[config.mk]
export PLATFORM = sky130hd
export DESIGN_NAME = ptw_mem_responder
export DESIGN_NICKNAME = d
export VERILOG_FILES = /design/src/rtl/ptw_mem_responder_pkg.sv /design/src/rtl/ptw_req_slot.sv /design/src/rtl/ptw_mem_responder.sv
export SDC_FILE = /design/constraint.sdc
export NUM_CORES = 1
export LEC_CHECK = 0
export ABC_AREA = 0
export CAP_MARGIN = 5
export CORE_ASPECT_RATIO = 0.5
export CORE_MARGIN = 1
export CORE_UTILIZATION = 45
export DETAILED_ROUTE_END_ITERATION = 12
export PLACE_DENSITY = 0.91
export SLEW_MARGIN = 25
export SYNTH_ARGS = -nofsm -noshare
export SYNTH_HDL_FRONTEND = slang
export SYNTH_SLANG_ARGS = --single-unit
export TNS_END_PERCENT = 100
[constraint.sdc]
create_clock -name clk -period 2.46 [get_ports clk]
set_input_delay 0.492 -clock clk [delete_from_list [all_inputs] [get_ports clk]]
set_output_delay 0.492 -clock clk [all_outputs]
set_load 0.05 [all_outputs]
[src/rtl/ptw_mem_responder_pkg.sv]
// +--------------------------------------------------------------------------+
// | ptw_mem_responder_pkg : shared FSM encoding and AXI read constants        |
// | Rev 1.0                                                                  |
// +--------------------------------------------------------------------------+
`default_nettype none

package ptw_mem_responder_pkg;

  typedef enum logic [1:0] {
    ST_IDLE = 2'd0,
    ST_AR   = 2'd1,
    ST_R    = 2'd2,
    ST_ACK  = 2'd3
  } ptw_state_e;

  localparam logic [7:0] c_AXI_LEN_SINGLE = 8'd0;
  localparam logic [2:0] c_AXI_SIZE_8B    = 3'b011;
  localparam logic [1:0] c_AXI_BURST_INCR = 2'b01;
  localparam logic [1:0] c_AXI_RESP_OKAY  = 2'b00;

  // PTEs are 8 bytes, so every fetch is a naturally aligned doubleword.
  function automatic logic [63:0] align_dword(input logic [63:0] addr);
    return {addr[63:3], 3'b000};
  endfunction

endpackage

`default_nettype wire

[src/rtl/ptw_req_slot.sv]
// +--------------------------------------------------------------------------+
// | ptw_req_slot : one-deep pending PTE request holder (valid + address)      |
// | Rev 1.0                                                                  |
// +--------------------------------------------------------------------------+
`default_nettype none

module ptw_req_slot (
  input  logic        clk,
  input  logic        rst,
  input  logic        capture_i,
  input  logic [63:0] addr_i,
  input  logic        free_i,
  output logic        valid_o,
  output logic [63:0] addr_o
);

  logic        valid_q;
  logic [63:0] addr_q;

  // A capture in the same cycle as free refills the slot (next-level walk).
  always_ff @(posedge clk) begin
    if (rst) begin
      valid_q <= 1'b0;
      addr_q  <= 64'h0;
    end else if (capture_i && (!valid_q || free_i)) begin
      valid_q <= 1'b1;
      addr_q  <= addr_i;
    end else if (free_i) begin
      valid_q <= 1'b0;
    end
  end

  assign valid_o = valid_q;
  assign addr_o  = addr_q;

endmodule

`default_nettype wire

[src/rtl/ptw_mem_responder.sv]
// +--------------------------------------------------------------------------+
// | ptw_mem_responder : two-port PTE fetch engine over a single AXI4 read     |
// | Rev 1.0                                                                  |
// +--------------------------------------------------------------------------+
`default_nettype none

module ptw_mem_responder
  import ptw_mem_responder_pkg::*;
#(
  parameter logic [3:0] AXI_ID = 4'd2
) (
  input  logic        clk,
  input  logic        rst,
  input  logic        tlb_start_burst_port0,
  input  logic        tlb_start_burst_port1,
  input  logic [63:0] tlb_address_port0,
  input  logic [63:0] tlb_address_port1,
  output logic        mem_ack_port0,
  output logic        mem_ack_port1,
  output logic [63:0] write_data_axi,
  output logic        mem_err,
  output logic        ptw_busy,
  output logic        proto_err,
  output logic        m_arvalid,
  input  logic        m_arready,
  output logic [63:0] m_araddr,
  output logic [3:0]  m_arid,
  output logic [7:0]  m_arlen,
  output logic [2:0]  m_arsize,
  output logic [1:0]  m_arburst,
  input  logic        m_rvalid,
  output logic        m_rready,
  input  logic [63:0] m_rdata,
  input  logic [1:0]  m_rresp,
  input  logic        m_rlast,
  input  logic [3:0]  m_rid
);

  ptw_state_e  state_q, state_d;
  logic        served_q, served_d;
  logic [63:0] rdata_q;
  logic [1:0]  rresp_q;
  logic        proto_err_q;

  logic [1:0]  start;
  logic [1:0]  pend;
  logic [1:0]  slot_valid;
  logic [1:0]  slot_free;
  logic [1:0]  slot_reject;
  logic [63:0] start_addr [2];
  logic [63:0] slot_addr  [2];
  logic        r_beat;
  logic        in_ack;
  logic        resp_bad;

  assign start         = {tlb_start_burst_port1, tlb_start_burst_port0};
  assign start_addr[0] = tlb_address_port0;
  assign start_addr[1] = tlb_address_port1;
  assign pend          = slot_valid | start;

  for (genvar k = 0; k < 2; k++) begin : g_slot
    assign slot_free[k]   = (state_q == ST_ACK) && (served_q == 1'(k));
    assign slot_reject[k] = start[k] && slot_valid[k] && !slot_free[k];

    ptw_req_slot u_slot (
      .clk       (clk),
      .rst       (rst),
      .capture_i (start[k]),
      .addr_i    (start_addr[k]),
      .free_i    (slot_free[k]),
      .valid_o   (slot_valid[k]),
      .addr_o    (slot_addr[k])
    );
  end

  always_ff @(posedge clk) begin
    if (rst) begin
      state_q     <= ST_IDLE;
      served_q    <= 1'b0;
      rdata_q     <= 64'h0;
      rresp_q     <= c_AXI_RESP_OKAY;
      proto_err_q <= 1'b0;
    end else begin
      state_q  <= state_d;
      served_q <= served_d;
      if (r_beat) begin
        rdata_q <= m_rdata;
        rresp_q <= m_rresp;
      end
      // A malformed beat is still consumed as the response; only flagged.
      if ((|slot_reject) || (r_beat && (!m_rlast || (m_rid != AXI_ID)))) begin
        proto_err_q <= 1'b1;
      end
    end
  end

  always_comb begin
    state_d  = state_q;
    served_d = served_q;
    case (state_q)
      ST_IDLE: begin
        if (pend[1]) begin
          state_d  = ST_AR;
          served_d = 1'b1;
        end else if (pend[0]) begin
          state_d  = ST_AR;
          served_d = 1'b0;
        end
      end
      ST_AR:   if (m_arready) state_d = ST_R;
      ST_R:    if (m_rvalid)  state_d = ST_ACK;
      ST_ACK: begin
        // The other port goes next so a chained walk cannot starve it.
        if (pend[~served_q]) begin
          state_d  = ST_AR;
          served_d = ~served_q;
        end else if (start[served_q]) begin
          state_d  = ST_AR;
        end else begin
          state_d  = ST_IDLE;
        end
      end
      default: state_d = ST_IDLE;
    endcase
  end

  assign r_beat   = (state_q == ST_R) && m_rvalid;
  assign in_ack   = (state_q == ST_ACK);
  assign resp_bad = (rresp_q != c_AXI_RESP_OKAY);

  assign m_arvalid = (state_q == ST_AR);
  assign m_araddr  = m_arvalid ? align_dword(slot_addr[served_q]) : 64'h0;
  assign m_arid    = AXI_ID;
  assign m_arlen   = c_AXI_LEN_SINGLE;
  assign m_arsize  = c_AXI_SIZE_8B;
  assign m_arburst = c_AXI_BURST_INCR;
  assign m_rready  = (state_q == ST_R);

  assign mem_ack_port0  = in_ack && !served_q;
  assign mem_ack_port1  = in_ack && served_q;
  assign mem_err        = in_ack && resp_bad;
  assign write_data_axi = (in_ack && !resp_bad) ? rdata_q : 64'h0;
  assign ptw_busy       = (state_q != ST_IDLE) || (|slot_valid);
  assign proto_err      = proto_err_q;

endmodule

`default_nettype wire

After elaboration in Yosys (flattened, before gate mapping)

Cells that the tools add are included.

Magnitude comparators: 3
Equality and inequality tests: 8
Muxes and demuxes: 24
Bitwise logic cells: 3
Reduce and logical (&&, ||, !) cells: 35

Operators by type and width:

| kind                                                        | number |
|---|---|
| two-way mux 64 bit                                          | 5 |
| logical AND 1 bit                                           | 13 |
| two-way mux 1 bit                                           | 13 |
| nonzero test 2 bit                                          | 5 |
| two-way mux 2 bit                                           | 4 |
| one-hot mux 2 bit (4 select lines)                          | 1 |
| zero test 1 bit                                             | 7 |
| AND reduction 3 bit                                         | 2 |
| logical OR 1 bit                                            | 5 |
| == test 2 bit (second input constant)                       | 2 |
| less-than comparator 1 x 2 -> 1 bit (second input constant) | 2 |
| inequality test 2 x 1 -> 1 bit (second input constant)      | 2 |
| inequality test 4 x 2 -> 1 bit (second input constant)      | 1 |
| OR reduction 2 bit                                          | 2 |
| inequality test 3 bit (second input constant)               | 1 |
| == test 2 x 1 -> 1 bit (second input constant)              | 1 |
| >= comparator 2 bit (second input constant)                 | 1 |
| zero test 2 bit                                             | 1 |
| inequality test 2 bit (second input constant)               | 1 |
| NOT 1 -> 2 bit                                              | 1 |
| bitwise OR 2 bit                                            | 1 |
| one-hot mux 1 bit (2 select lines)                          | 1 |
| NOT 1 bit                                                   | 1 |

Register bits after elaboration: 200
Input port bits: 205

Longest topological paths before layout

Word-level depth: 6
Depth in mapped cells: 8
Gate-level depth less buffers: 6

By module

A second synthesis with hierarchy kept.

Cells, all modules: 1119
Area, all modules: 10166.0 um^2

By module, submodules not included:

| module            | times used | cells each | area each (um^2) |
|---|---|---|---|
| ptw_req_slot      | 2          | 282        | 2961.6 |
| ptw_mem_responder | 1          | 555        | 4242.8 |

Least setup slack after synthesis

No wires, ideal clock.

Path type: register to output
From: register state_q[1]
To: output port m_araddr[10]
Arrival time: 1988 ps
Slack: -20 ps
Stages on the path, launching flop included: 5
Buffers on the path: 1
Cell sequence: dfxtp_1 > inv_1 > ha_1 > clkbuf_1 > nor2b_1

Word-level cells in the longest chain between the ends: 2

RTL lines:

| item                   | line                     | RTL |
|---|---|---|
| start, declared        | ptw_mem_responder.sv:39  | `ptw_state_e state_q, state_d;` |
| start signal, assigned | ptw_mem_responder.sv:84  | `state_q <= state_d;` |
| == test 2 x 1 -> 1 bit | ptw_mem_responder.sv:131 | `assign m_arvalid = (state_q == ST_AR);` |
| named net m_arvalid    | ptw_mem_responder.sv:24  | `output logic m_arvalid,` |
| two-way mux 64 bit     | ptw_mem_responder.sv:132 | `assign m_araddr = m_arvalid ? align_dword(slot_addr[served_q]) : 64'h0;` |
| end, declared          | ptw_mem_responder.sv:26  | `output logic [63:0] m_araddr,` |

The timed path passes the listed nets, and every way through them passes these cells.

Worst setup path after layout

From: register state_q[0]
To: output port write_data_axi[35]

Word-level cells in the longest chain between the ends: 3

RTL lines:

| item               | line                     | RTL |
|---|---|---|
| == test 2 bit      | ptw_mem_responder.sv:128 | `assign in_ack = (state_q == ST_ACK);` |
| logical AND 1 bit  | ptw_mem_responder.sv:142 | `assign write_data_axi = (in_ack && !resp_bad) ? rdata_q : 64'h0;` |
| two-way mux 64 bit | ptw_mem_responder.sv:142 |  |
| end, declared      | ptw_mem_responder.sv:20  | `output logic [63:0] write_data_axi,` |

Every way passes these cells.

==> flow_metrics.tcl <==
set metrics [dict create \
    outcome "finished clean" \
    crit_type "reg -> out" \
    ctsLongestPathBuffers 2 \
    final_layout_size_suffix_gt1_share_pct 19.6 \
    viasPerCell 5.18 \
    worst_path_max_delay_cell "dfxtp_2" \
    place_congestion 0.837 \
    synth.distinct_cells 34 \
    final-hold-violation-count 0 \
    leakagePower_nw 5.38 \
    worstPathRequired_ns 1.97 \
    critPathMaxStageDelay_ns 0.38 \
    critPathTopFamily "buffers and inverters" \
    slew_viol_final 0 \
    hpwl_um 19900 \
    cts_tree "yes" \
    first_pass_iters 7 \
    critPathArrivalTime_ns 1.90 \
    initial_utilization_pct 46.3 \
    dp_cells 1561 \
    drt-total-wl_um 28400 \
    area_delta_synth_final_pct 65.3 \
    ir_drop_mv 0.639 \
    root_buffer "clkbuf_16" \
    synth_top_area_share_pct 45.3 \
    fmax_mhz 418 \
    max_cap_violations 0 \
    die_w_um 197 \
    path_clk_slew_ns 0.07 \
    endpoint_kind "output pin" \
    gr-total-overflow 0 \
    grt_pass1_vias 8629 \
    hold_buffers 0 \
    startpoint "state_q[0]" \
    antenna_found_initial 0 \
    coreArea_um2 18500 \
    synth-warning-count 0 \
    path_cells "ha_2 > nor3b_4 > buf_4 > buf_8 > and2_1 > buf_12" \
    synth_top_cell_by_area "dfxtp_1" \
    n_fill_cell 1081 \
    hp-start "rdata_q[36]" \
    yosysSeqAreaShare_pct 45.3 \
    synth-seq-cells 194 \
    port_buffers 330 \
    clock_skew_ns 0.00735 \
    period_share_pct 97.3 \
    drt_iter0_drc 398 \
    tightestPinTransition_ns 0.564 \
    clock-sinks 194 \
    route.vias.total 8273 \
    worst-path-buf-inv 3 \
    utilization_pct 76.5 \
    postSynthAreaPerCell_um2 8.34 \
    cts_made_buffers 17 \
    min_path_cells 2 \
    reg2reg_to "g_slot[0].u_slot.addr_o[29]" \
    min_period_ns 2.39 \
    hold_path_class "reg -> reg" \
    syn-cell-area_um2 8570 \
    grt_start_max_net_pins 65 \
    power_density_nw_per_um2 682 \
    htreeDepth 4 \
    wl_per_cell_um 17.7 \
    instances_no_fill 1598 \
    syn_inst 1028 \
    grt_pass1_wl_um 43700 \
    slew_headroom_pct 62.3 \
    drc_errors 0 \
    clk_latency_ns 0.42 \
    ios 357 \
    n_antenna_cell 0 \
    ant_nets 0 \
    worst_r2r_path_depth 7 \
    setup_violations 0 \
    synth_top_cells_by_area "dfxtp_1 (45%), mux2i_1 (14%), nand2_1 (11%)" \
    final_nets 1536 \
    hold_end "rdata_q[36]" \
    reg2reg_from "state_q[0]" \
    rrSetupSlack_ns 0.48 \
    die_h_um 99.6 \
    startpoint_type "register" \
    cp_max_fo 16 \
    grt_use_total_pct 28.2 \
    die-area_um2 19600 \
    std_cell_rows 35 \
]
==> through the flow <==
| step | hold WS (ns) | total power, W | setup slack (ns) | cell area, um2 | TNS [ns] |
|---|---|---|---|---|---|
| floorplan | 0.432 | 0.00543 | 0.182 | 8790 | 0 |
| global placement | 0.437 | 0.00654 | 0.398 | 13500 | 0 |
| detailed placement | 0.442 | 0.00665 | 0.302 | 13500 | 0 |
| CTS | 0.452 | 0.00965 | 0.00736 | 14100 | 0 |
| global route | 0.463 | 0.0100 | -0.0198 | 14200 | -0.301 |
| finish | 0.451 | 0.00967 | 0.0668 | 14200 | 0 |
==> power breakdown <==
group	switching [W]	internal (W)	total (W)
sequential	0.000213	0.00341	0.00362
combinational	0.00160	0.00148	0.00308
clock	0.00132	0.00165	0.00297
==> state kept, by name, indices dropped and copies added, names as in the netlist <==
register	cells
g_slot.u_slot.addr_o	122
served_q	1
g_slot.u_slot.valid_o	2
state_q	2
rresp_q	2
rdata_q	64
proto_err	1
==> metal layers <==
layer  global-route usage [%]  vias up  wire [um]  part of all wire, %
li1                         -     3886          -                    -
met1                     29.6     3910      10400                   37
met2                     51.5      357      14700                   52
met3                     6.99      120       1560                  5.5
met4                     17.1        0       1720                  6.1
met5                        0        -          0                    0
==> Yosys cell counts <==
cell type and number:
inv_1 5, o21ai_0 1, buf_8 6, clkbuf_1 43
buf_2 26, or2_0 1, o21a_1 1, a221o_1 1
o31a_1 1, nand3_1 1, conb_1 2, or3b_2 1
ha_1 5, nor2b_1 62, nand2b_1 1, mux2_1 1
a21boi_1 1, nor3b_1 1, nand4bb_1 1, nand2_1 256
a21bo_2 1, buf_1 1, a31oi_1 2, and2_1 65
o22a_1 1, buf_4 21, a21boi_2 1, mux2i_1 123
nor3b_2 1, nor2_1 67, o21ai_1 1, a21oi_1 132
nor3_1 1, dfxtp_1 194
==> how the worst max path moves through the flow <==
stage	endpoint	slack, ns	depth (start not counted)
3_3_place_gp	g_slot[0].u_slot.addr_o[55]	0.40	5
4_1_cts	write_data_axi[39]	0.007	5
5_1_grt	write_data_axi[58]	-0.02	6
2_1_floorplan	m_araddr[63]	0.18	3
6_report	write_data_axi[35]	0.07	6
3_5_place_dp	g_slot[0].u_slot.addr_o[53]	0.30	5
==> tightest hold or removal path: cells and delay by family (launching register included) <==
kind	cells	cell delay, ns
flops	1	0.31
compound gates	1	0.05
simple gates	1	0.05
==> layout make-up <==
type                       instances  area (um2)  share of cell area [%]
timing repair buffer             358        4940                    34.8
sequential                       194        3890                    27.4
clock buffer                      18         429                    3.03
tap                              259         324                    2.29
multi-input combinational        750        4380                    30.9
clock inverter                    14         195                    1.38
inverter                           5        18.8                   0.132
==> placed cells by master (no fill, tap or decap), types with 2 or more instances in the layout <==
cell type,synthesis,routed
nor2b_1,62,2
and2_1,65,63
mux2i_1,123,123
inv_8,0,5
nor2_1,67,67
a31oi_1,2,2
buf_4,21,19
dfxtp_1,194,191
conb_1,2,20
clkdlybuf4s50_1,0,198
a21boi_4,0,2
a21oi_1,132,132
buf_12,0,136
bufinv_16,0,3
clkinv_4,0,3
clkbuf_16,0,18
nor2b_2,0,60
inv_1,5,5
dfxtp_2,0,2
buf_6,0,2
ha_1,5,4
nand2_1,256,255
==> cell families after synthesis <==
logic type / Yosys count / synth area share (%)
and+or+nand+nor: 458 / 24.1
other: 2 / 0.0876
DFF: 194 / 45.3
AOI/OAI and AO/OA: 143 / 8.71
buffers and inverters: 102 / 6.55
adders and majority gates: 5 / 0.730
muxes: 124 / 14.5
==> what timing repair did <==
item,CTS,global route
buffers inserted,1,2
gates cloned,0,2
gates resized for setup,0,6
endpoints found under the setup margin,1,101
No activity file was read; power rests on OpenSTA's default activity.
